File: config.mk
export PLATFORM = sky130hd
export DESIGN_NAME = fir_filter_param
export DESIGN_NICKNAME = d
export VERILOG_FILES = /design/src/rtl/fir_filter_param.sv
export SDC_FILE = /design/constraint.sdc
export NUM_CORES = 2
export LEC_CHECK = 0
export CAP_MARGIN = 15
export CORE_MARGIN = 4
export CORE_UTILIZATION = 55
export DETAILED_ROUTE_END_ITERATION = 7
export PLACE_DENSITY = 0.71
export SLEW_MARGIN = 20
export SYNTH_ARGS = -nofsm -noshare
export SYNTH_HDL_FRONTEND = slang
export SYNTH_SLANG_ARGS = --single-unit
File: constraint.sdc
create_clock -name clk_in -period 9.7 [get_ports clk_in]
set_input_delay 0.97 -clock clk_in [delete_from_list [all_inputs] [get_ports clk_in]]
set_output_delay 0.97 -clock clk_in [all_outputs]
set_load 0.005 [all_outputs]
File: src/rtl/fir_filter_param.sv
// fir_filter_param
//   Parametrised serial-MAC FIR filter. Each accepted sample is shifted into
//   a delay line, then NTAPS multiply-accumulate cycles form
//   sum(coef[k] * x[k]). The accumulator is arithmetically shifted right by
//   OUT_SHIFT and trimmed to OUT_W bits. Coefficients can be rewritten at
//   runtime, but only while the filter is idle.
//
//   Optional build macro: FIR_SATURATE_EN
//     undefined : trim keeps the low OUT_W bits (two's-complement wrap)
//     defined   : trim saturates to the OUT_W signed range and adds sat_out
//
// Ports
//   clk_in          system clock, all logic on rising edge
//   rst_n_in        asynchronous active-low reset
//   audio_in        signed input sample (DATA_W)
//   valid_in        sample valid, taken only while ready_out is high
//   ready_out       high while idle and able to accept a sample
//   coef_we_in      coefficient write strobe (honoured only while idle)
//   coef_addr_in    tap index for the coefficient write
//   coef_data_in    signed coefficient value (COEF_W)
//   filtered_audio  signed filtered sample, held until the next result
//   data_ready      one-cycle pulse when filtered_audio updates
//   sat_out         (FIR_SATURATE_EN only) result was clipped, with data_ready
//
// state  | meaning
// -------+----------------------------------------------------------------
// S_IDLE | waiting for a sample; coefficient writes allowed
// S_MAC  | one multiply-accumulate per cycle, tap 0 through NTAPS-1
// S_DONE | scale and trim the accumulator, then return to S_IDLE

module fir_filter_param #(
  parameter int NTAPS     = 32,
  parameter int DATA_W    = 8,
  parameter int COEF_W    = 16,
  parameter int OUT_W     = 9,
  parameter int OUT_SHIFT = 8
) (
  input  logic                     clk_in,
  input  logic                     rst_n_in,
  input  logic signed [DATA_W-1:0] audio_in,
  input  logic                     valid_in,
  output logic                     ready_out,
  input  logic                     coef_we_in,
  input  logic [$clog2(NTAPS)-1:0] coef_addr_in,
  input  logic signed [COEF_W-1:0] coef_data_in,
  output logic signed [OUT_W-1:0]  filtered_audio,
  output logic                     data_ready
`ifdef FIR_SATURATE_EN
  ,
  output logic                     sat_out
`endif
);

  localparam int ADDR_W = $clog2(NTAPS);
  // Wide enough to hold NTAPS full-scale products without ever wrapping.
  localparam int ACC_W  = DATA_W + COEF_W + $clog2(NTAPS);

  // Reset coefficient set is an identity filter: unity gain on tap 0 once
  // the output shift is applied.
  localparam logic signed [COEF_W-1:0] COEF_UNITY = COEF_W'(1) << OUT_SHIFT;
  localparam logic [ADDR_W-1:0]        LAST_TAP   = ADDR_W'(NTAPS - 1);

  typedef enum logic [1:0] {
    S_IDLE = 2'd0,
    S_MAC  = 2'd1,
    S_DONE = 2'd2
  } state_t;

  state_t state, state_nxt;

  logic signed [DATA_W-1:0] x_line   [NTAPS];
  logic signed [COEF_W-1:0] coef_mem [NTAPS];

  logic [ADDR_W-1:0]       idx;
  logic signed [ACC_W-1:0] acc;
  logic signed [ACC_W-1:0] prod;
  logic signed [ACC_W-1:0] shifted;
  logic signed [OUT_W-1:0] trimmed;
  logic                    clipped;

  logic accept;
  logic coef_wr;
  logic mac_en;
  logic load_out;
  logic last_tap;
  logic addr_ok;

  assign last_tap = (idx == LAST_TAP);
  // Only relevant when NTAPS is not a power of two.
  assign addr_ok  = (32'(coef_addr_in) < NTAPS);

  // ---------------------------------------------------------------------
  // FSM: state register
  // ---------------------------------------------------------------------
  always_ff @(posedge clk_in or negedge rst_n_in) begin
    if (!rst_n_in) begin
      state <= S_IDLE;
    end else begin
      state <= state_nxt;
    end
  end

  // ---------------------------------------------------------------------
  // FSM: next-state logic
  // ---------------------------------------------------------------------
  always_comb begin
    state_nxt = state;
    unique case (state)
      S_IDLE:  if (valid_in) state_nxt = S_MAC;
      S_MAC:   if (last_tap) state_nxt = S_DONE;
      S_DONE:  state_nxt = S_IDLE;
      default: state_nxt = S_IDLE;
    endcase
  end

  // ---------------------------------------------------------------------
  // FSM: outputs and datapath enables
  // ---------------------------------------------------------------------
  always_comb begin
    ready_out = 1'b0;
    accept    = 1'b0;
    coef_wr   = 1'b0;
    mac_en    = 1'b0;
    load_out  = 1'b0;
    unique case (state)
      S_IDLE: begin
        ready_out = 1'b1;
        accept    = valid_in;
        coef_wr   = coef_we_in && addr_ok;
      end
      S_MAC:   mac_en   = 1'b1;
      S_DONE:  load_out = 1'b1;
      default: ;
    endcase
  end

  // ---------------------------------------------------------------------
  // Coefficient memory. A write in the same idle cycle as an accepted
  // sample lands before the first MAC cycle, so that computation uses it.
  // ---------------------------------------------------------------------
  always_ff @(posedge clk_in or negedge rst_n_in) begin
    if (!rst_n_in) begin
      for (int k = 0; k < NTAPS; k++) begin
        coef_mem[k] <= (k == 0) ? COEF_UNITY : '0;
      end
    end else if (coef_wr) begin
      coef_mem[coef_addr_in] <= coef_data_in;
    end
  end

  // ---------------------------------------------------------------------
  // Delay line: newest sample at x_line[0], oldest falls off the end.
  // ---------------------------------------------------------------------
  always_ff @(posedge clk_in or negedge rst_n_in) begin
    if (!rst_n_in) begin
      for (int k = 0; k < NTAPS; k++) begin
        x_line[k] <= '0;
      end
    end else if (accept) begin
      x_line[0] <= audio_in;
      for (int k = 1; k < NTAPS; k++) begin
        x_line[k] <= x_line[k-1];
      end
    end
  end

  // Both operands are sign-extended to the accumulator width first, so the
  // truncated ACC_W-bit product equals the true product.
  assign prod = ACC_W'(coef_mem[idx]) * ACC_W'(x_line[idx]);

  // ---------------------------------------------------------------------
  // MAC: tap index and accumulator
  // ---------------------------------------------------------------------
  always_ff @(posedge clk_in or negedge rst_n_in) begin
    if (!rst_n_in) begin
      idx <= '0;
      acc <= '0;
    end else if (accept) begin
      idx <= '0;
      acc <= '0;
    end else if (mac_en) begin
      acc <= acc + prod;
      // Park on tap 0 after the last term so idx never leaves the array.
      idx <= last_tap ? '0 : idx + 1'b1;
    end
  end

  // ---------------------------------------------------------------------
  // Output scaling and trim
  // ---------------------------------------------------------------------
  assign shifted = acc >>> OUT_SHIFT;

`ifdef FIR_SATURATE_EN
  localparam longint OUT_MAX_L = (longint'(1) << (OUT_W - 1)) - 1;
  localparam longint OUT_MIN_L = -OUT_MAX_L - 1;
  localparam logic signed [ACC_W-1:0] OUT_MAX = ACC_W'(OUT_MAX_L);
  localparam logic signed [ACC_W-1:0] OUT_MIN = ACC_W'(OUT_MIN_L);

  always_comb begin
    trimmed = shifted[OUT_W-1:0];
    clipped = 1'b0;
    if (shifted > OUT_MAX) begin
      trimmed = OUT_MAX[OUT_W-1:0];
      clipped = 1'b1;
    end else if (shifted < OUT_MIN) begin
      trimmed = OUT_MIN[OUT_W-1:0];
      clipped = 1'b1;
    end
  end
`else
  // Plain two's-complement wrap: the upper shifted bits are simply dropped.
  logic unused_shift_bits;
  assign unused_shift_bits = ^shifted[ACC_W-1:OUT_W];
  assign trimmed           = shifted[OUT_W-1:0];
  assign clipped           = 1'b0;
`endif

  // ---------------------------------------------------------------------
  // Output register: loads on the S_DONE exit edge, so data_ready and the
  // new value appear together in the following (idle) cycle.
  // ---------------------------------------------------------------------
  logic sat_q;

  always_ff @(posedge clk_in or negedge rst_n_in) begin
    if (!rst_n_in) begin
      filtered_audio <= '0;
      data_ready     <= 1'b0;
      sat_q          <= 1'b0;
    end else begin
      data_ready <= load_out;
      sat_q      <= load_out & clipped;
      if (load_out) begin
        filtered_audio <= trimmed;
      end
    end
  end

`ifdef FIR_SATURATE_EN
  assign sat_out = sat_q;
`else
  logic unused_sat;
  assign unused_sat = sat_q;
`endif

endmodule
==> results by stage <==
Layout:
- The count of filler cells inserted in the layout is 5,371.
- Leaving out fill and tap cells, the most frequent cell in the layout is sky130_fd_sc_hd__nand2_1.
- From synthesis to final layout, the design area changed by 10.2%.
- The share of cells above drive strength 1 is 0.271.
- The number of nets in the layout is 3,409.
- Leaving out fill and tap cells, the most frequent cells in the layout are 841 x sky130_fd_sc_hd__nand2_1, 798 x sky130_fd_sc_hd__dfrtp_1, 515 x sky130_fd_sc_hd__mux2_2, 135 x sky130_fd_sc_hd__mux4_2, 133 x sky130_fd_sc_hd__mux2i_1.

Drt:
- Summed over all nets, wire length on met3 after detailed routing comes to 5770 microns.
- Before antenna repair, the detailed router went through 5 iterations.
- For this block, wires on met1 add up to 40,300 microns.
- The overall via count from detail_route is 25,400.
- The average wire per cell in the routed design is 22.4 microns.
- In the routed layout, each cell is associated on average with a via count of 5.95.
- Wire segments on met2 add up to 47,300 microns in the final route.
- The post-route antenna net violation count is 0.
- The total wire length is 95,700 microns.
- In this run the top signal layer used is met5.
- The detailed router's first-iteration violation count is 2,213.
- The residual DRC count is 0.

STA:
- The count of final hold-check violations was 0.
- The final worst clock skew is 0.0573 ns.
- For the pin with the worst max-slew slack, the measured transition is 1.17 ns.
- After layout, the worst setup slack is 1.36 ns.
- Setup repair after global routing left no endpoint under its margin.
- The worst path needs 8.34 ns of the cycle, external delays included.
- The summed negative setup slack over all endpoints is 0 ns.
- In the finished design, the share of the clock period the worst path needs comes to 0.860.
- The count of endpoints failing setup in the final report is 0.
- The timing-limited maximum frequency is 120 MHz.
- The final max-slew violation count came to 0.
- The worst slew margin relative to its limit is 0.216.

Worst setup path:
- The worst register-to-register path has a depth of 28.
- The worst setup path is launched from a flip-flop.
- The cell type group with the largest total delay on the critical path is adder cells.
- By instance count, the cell type seen most on the critical path is sky130_fd_sc_hd__inv_1.
- The worst setup path is captured at a flip-flop.
- On the worst path, the slowest cell contributes a delay of 1.01 ns.
- The worst flop-to-flop path endpoint is acc[16].
- The critical path contains buffers and inverters numbering 6 combined.
- The arrival time at the worst endpoint is 8.82 ns.
- Along the worst path, the maximum fanout reaches 52.
- The critical path is of the reg2reg type.
- The data required time of the worst path is 10.18 ns.
- The internal reg-to-reg setup slack is 1.36 ns.
- The slowest stage of the critical path is the sky130_fd_sc_hd__dfrtp_4 cell.
- The total number of cells along the worst setup path is 28.
- The origin of the critical flop-to-flop path is idx[1].

GRT:
- The first global-routing pass estimated 153,000 microns of wire.
- The number of global-route vias before repair is 26,900.
- Across every metal layer, demand over resource in global routing totals 0.251.
- Summed over all layers, the global routing overflow is 0.
- The number of antenna violations at the first check in global routing is 3.
- Entering global routing, the biggest net connects 190 pins.

Logic synthesis:
- The number of cells produced by synthesis is 3,309.
- Counting flops with an async set or reset pin after synthesis yields a share of 1.00.
- The mean instance size in the synthesized netlist is 12.0 sq um.
- Measured against the total synthesized area, the mux share comes to 0.257.
- Of the total synthesized cell area, the portion taken by XOR and XNOR cells is 0.00543.
- The post-synthesis instance area is 0.0397 sq mm.
- The count of flip-flops with a built-in enable after synthesis is 0.
- By area, the combinational part of the netlist is dominated by multiplexers.
- Of the total synthesized cell area, the portion taken by AND, OR, NAND and NOR gates is 0.105.
- Yosys printed 0 warnings.
- Of the total synthesized cell area, the portion taken by full adders, half adders and majority gates is 0.0537.
- Of the synthesized area, sequential elements account for 0.506.
- The number of nets in the synthesized netlist is 3,463.
- Synthesis instantiated 58 different standard cells from the library.
- The number of storage elements in the synthesis netlist is 802.
- The compound-gate portion of the synthesized area is 0.0364.
- The most used flip-flop cell after synthesis is sky130_fd_sc_hd__dfrtp_1.

Pwr:
- Of the total power, registers draw 0.323.
- Of the total power, combinational logic draws 0.411.
- The switching part of the total is 0.366.
- For this design the static power due to leakage is 21.8 nW.
- The clock power share is 0.266.
- Internal power comes to 8.09 mW.
- In this run the power density over the cells is 292 mW/mm^2.
- Summed over all nets, the switching power comes to 4.67 mW.
- The worst voltage drop across the vdd grid is 333 uV.

Run status:
- The run finished with clean final reports.

Clocking:
- The number of hold buffers added after cts is 0.
- The clock transition at the registers of the reported paths is 0.06 ns.
- The H-tree was split into 3 levels.
- TritonCTS built the clock tree.
- CTS saw 802 sinks.
- The later-pin clock latency in the skew report is 0.64 ns.
- The deepest clock path buffer count is 3.
- Gates resized during post-CTS repair numbered 0.
- The number of setup buffers added after CTS is 0.
- The number of clock buffers inserted by TritonCTS is 85.
- The tree is rooted in a sky130_fd_sc_hd__clkbuf_16.

Place:
- The congestion estimate from routability-driven global placement came to 0.844.
- Input and output buffers added on the ports amount to 43.
- The wire-length estimate of the detail-placed layout is 58,300 microns.
- The pre-CTS setup slack is 1.55 ns.

Floorplanning:
- In this run the vertical extent of the chip is 277 microns.
- The die is 277 microns wide.
- The core region is 0.0715 sq mm.
- After floorplanning, the core was divided into 98 placement rows.
- The floorplan step defined a die boundary enclosing 0.0765 sq mm.
- The effective utilization at floorplan is 0.555.
- The I/O pin total is 44.

Worst hold path:
- The tightest min-delay check is of the in2async type.

Job:
- The number of violations of the max-capacitance limit is 0.
==> synth_stat cells (3+ instances only) <==
cell                       instances  share of area
sky130_fd_sc_hd__nand2_1         846          0.080
sky130_fd_sc_hd__dfrtp_1         801           0.51
sky130_fd_sc_hd__mux2_2          515           0.15
sky130_fd_sc_hd__clkbuf_1        189          0.018
sky130_fd_sc_hd__mux4_2          135          0.077
sky130_fd_sc_hd__mux2i_1         133          0.034
sky130_fd_sc_hd__inv_1            90         0.0085
sky130_fd_sc_hd__fa_1             82          0.041
sky130_fd_sc_hd__nor2_1           82         0.0078
sky130_fd_sc_hd__o221ai_1         75          0.017
sky130_fd_sc_hd__a21oi_1          40         0.0050
sky130_fd_sc_hd__ha_1             39          0.012
sky130_fd_sc_hd__o21ai_0          33         0.0042
sky130_fd_sc_hd__o22ai_1          24         0.0038
sky130_fd_sc_hd__or2_2            23         0.0036
sky130_fd_sc_hd__nor3_1           22         0.0028
sky130_fd_sc_hd__nand3_1          20         0.0025
sky130_fd_sc_hd__xnor2_1          17         0.0038
sky130_fd_sc_hd__buf_4            15         0.0028
sky130_fd_sc_hd__nand2b_1         15         0.0024
sky130_fd_sc_hd__nor2b_1          11         0.0017
sky130_fd_sc_hd__buf_1            10        0.00095
sky130_fd_sc_hd__buf_2             9         0.0011
sky130_fd_sc_hd__and2_1            8         0.0013
sky130_fd_sc_hd__o31ai_1           8         0.0015
sky130_fd_sc_hd__buf_6             7         0.0020
sky130_fd_sc_hd__buf_8             6         0.0023
sky130_fd_sc_hd__and3_1            5        0.00079
sky130_fd_sc_hd__xor2_1            5         0.0011
sky130_fd_sc_hd__a32oi_1           3        0.00066
sky130_fd_sc_hd__o211ai_1          3        0.00057
sky130_fd_sc_hd__o32a_1            3        0.00076
sky130_fd_sc_hd__o32ai_1           3        0.00066
==> state kept, by name (all words and copies together), names as in the netlist <==
signal and flops:
acc 17, filtered_audio 9, idx 5, state 2, coef_mem 512, x_line 256, data_ready 1
==> how the worst max path moves through the flow <==
stage            from  endpoint  slack [ns]
5_1_grt        idx[1]   acc[15]        0.83
2_1_floorplan  idx[0]   acc[15]        2.62
3_3_place_gp   idx[1]   acc[15]        1.69
3_5_place_dp   idx[1]   acc[15]        1.55
4_1_cts        idx[1]   acc[16]        1.50
6_report       idx[1]   acc[16]        1.36
==> metrics by stage <==
step	utilization	instance area (sq um)	instances	power, mW	hold slack [ns]
floorplan	-	39700	3309	8.06	0.441
global placement	0.570	40800	4117	9.23	0.453
detailed placement	0.570	40800	4117	9.41	0.467
CTS	0.611	43700	4268	12.8	0.358
global route	0.611	43700	4270	13.6	0.406
finish	0.611	43700	4270	12.8	0.357
==> final cells by class <==
class | instances | area [sq um] | share of cell area
Sequential cell | 802 | 20100 | 0.460
Multi-Input combinational cell | 2177 | 18200 | 0.417
Clock buffer | 125 | 2520 | 0.0577
Tap cell | 950 | 1190 | 0.0272
Timing Repair Buffer | 96 | 917 | 0.0210
Clock inverter | 26 | 425 | 0.00974
Inverter | 93 | 349 | 0.00799
Antenna cell | 1 | 2.50 | 0.0000573
==> layer usage <==
metal / vias to the layer above / global-route usage
met4: 4 / 0.0759
met1: 13300 / 0.341
met5: - / 0
li1: 11300 / -
met3: 153 / 0.0487
met2: 711 / 0.416
==> cells by family (layout without fill, tap and decap cells) <==
| kind of cell | Yosys count | after routing |
|---|---|---|
| simple gates | 1045 | 1045 |
| buf+inv | 330 | 340 |
| xor+xnor | 23 | 23 |
| other cells | 0 | 1 |
| mux | 783 | 783 |
| flops | 802 | 802 |
| fa+ha+maj | 121 | 121 |
| compound gates | 205 | 205 |
==> power by group through the flow <==
stage / clock, mW / combinational (mW) / sequential (mW)
global placement: 0 / 5.09 / 4.15
global route: 3.60 / 5.86 / 4.18
detailed placement: 0 / 5.23 / 4.18
floorplan: 0 / 4.05 / 4.01
finish: 3.40 / 5.24 / 4.12
CTS: 3.45 / 5.26 / 4.12
No activity file was read; power rests on OpenSTA's default activity.
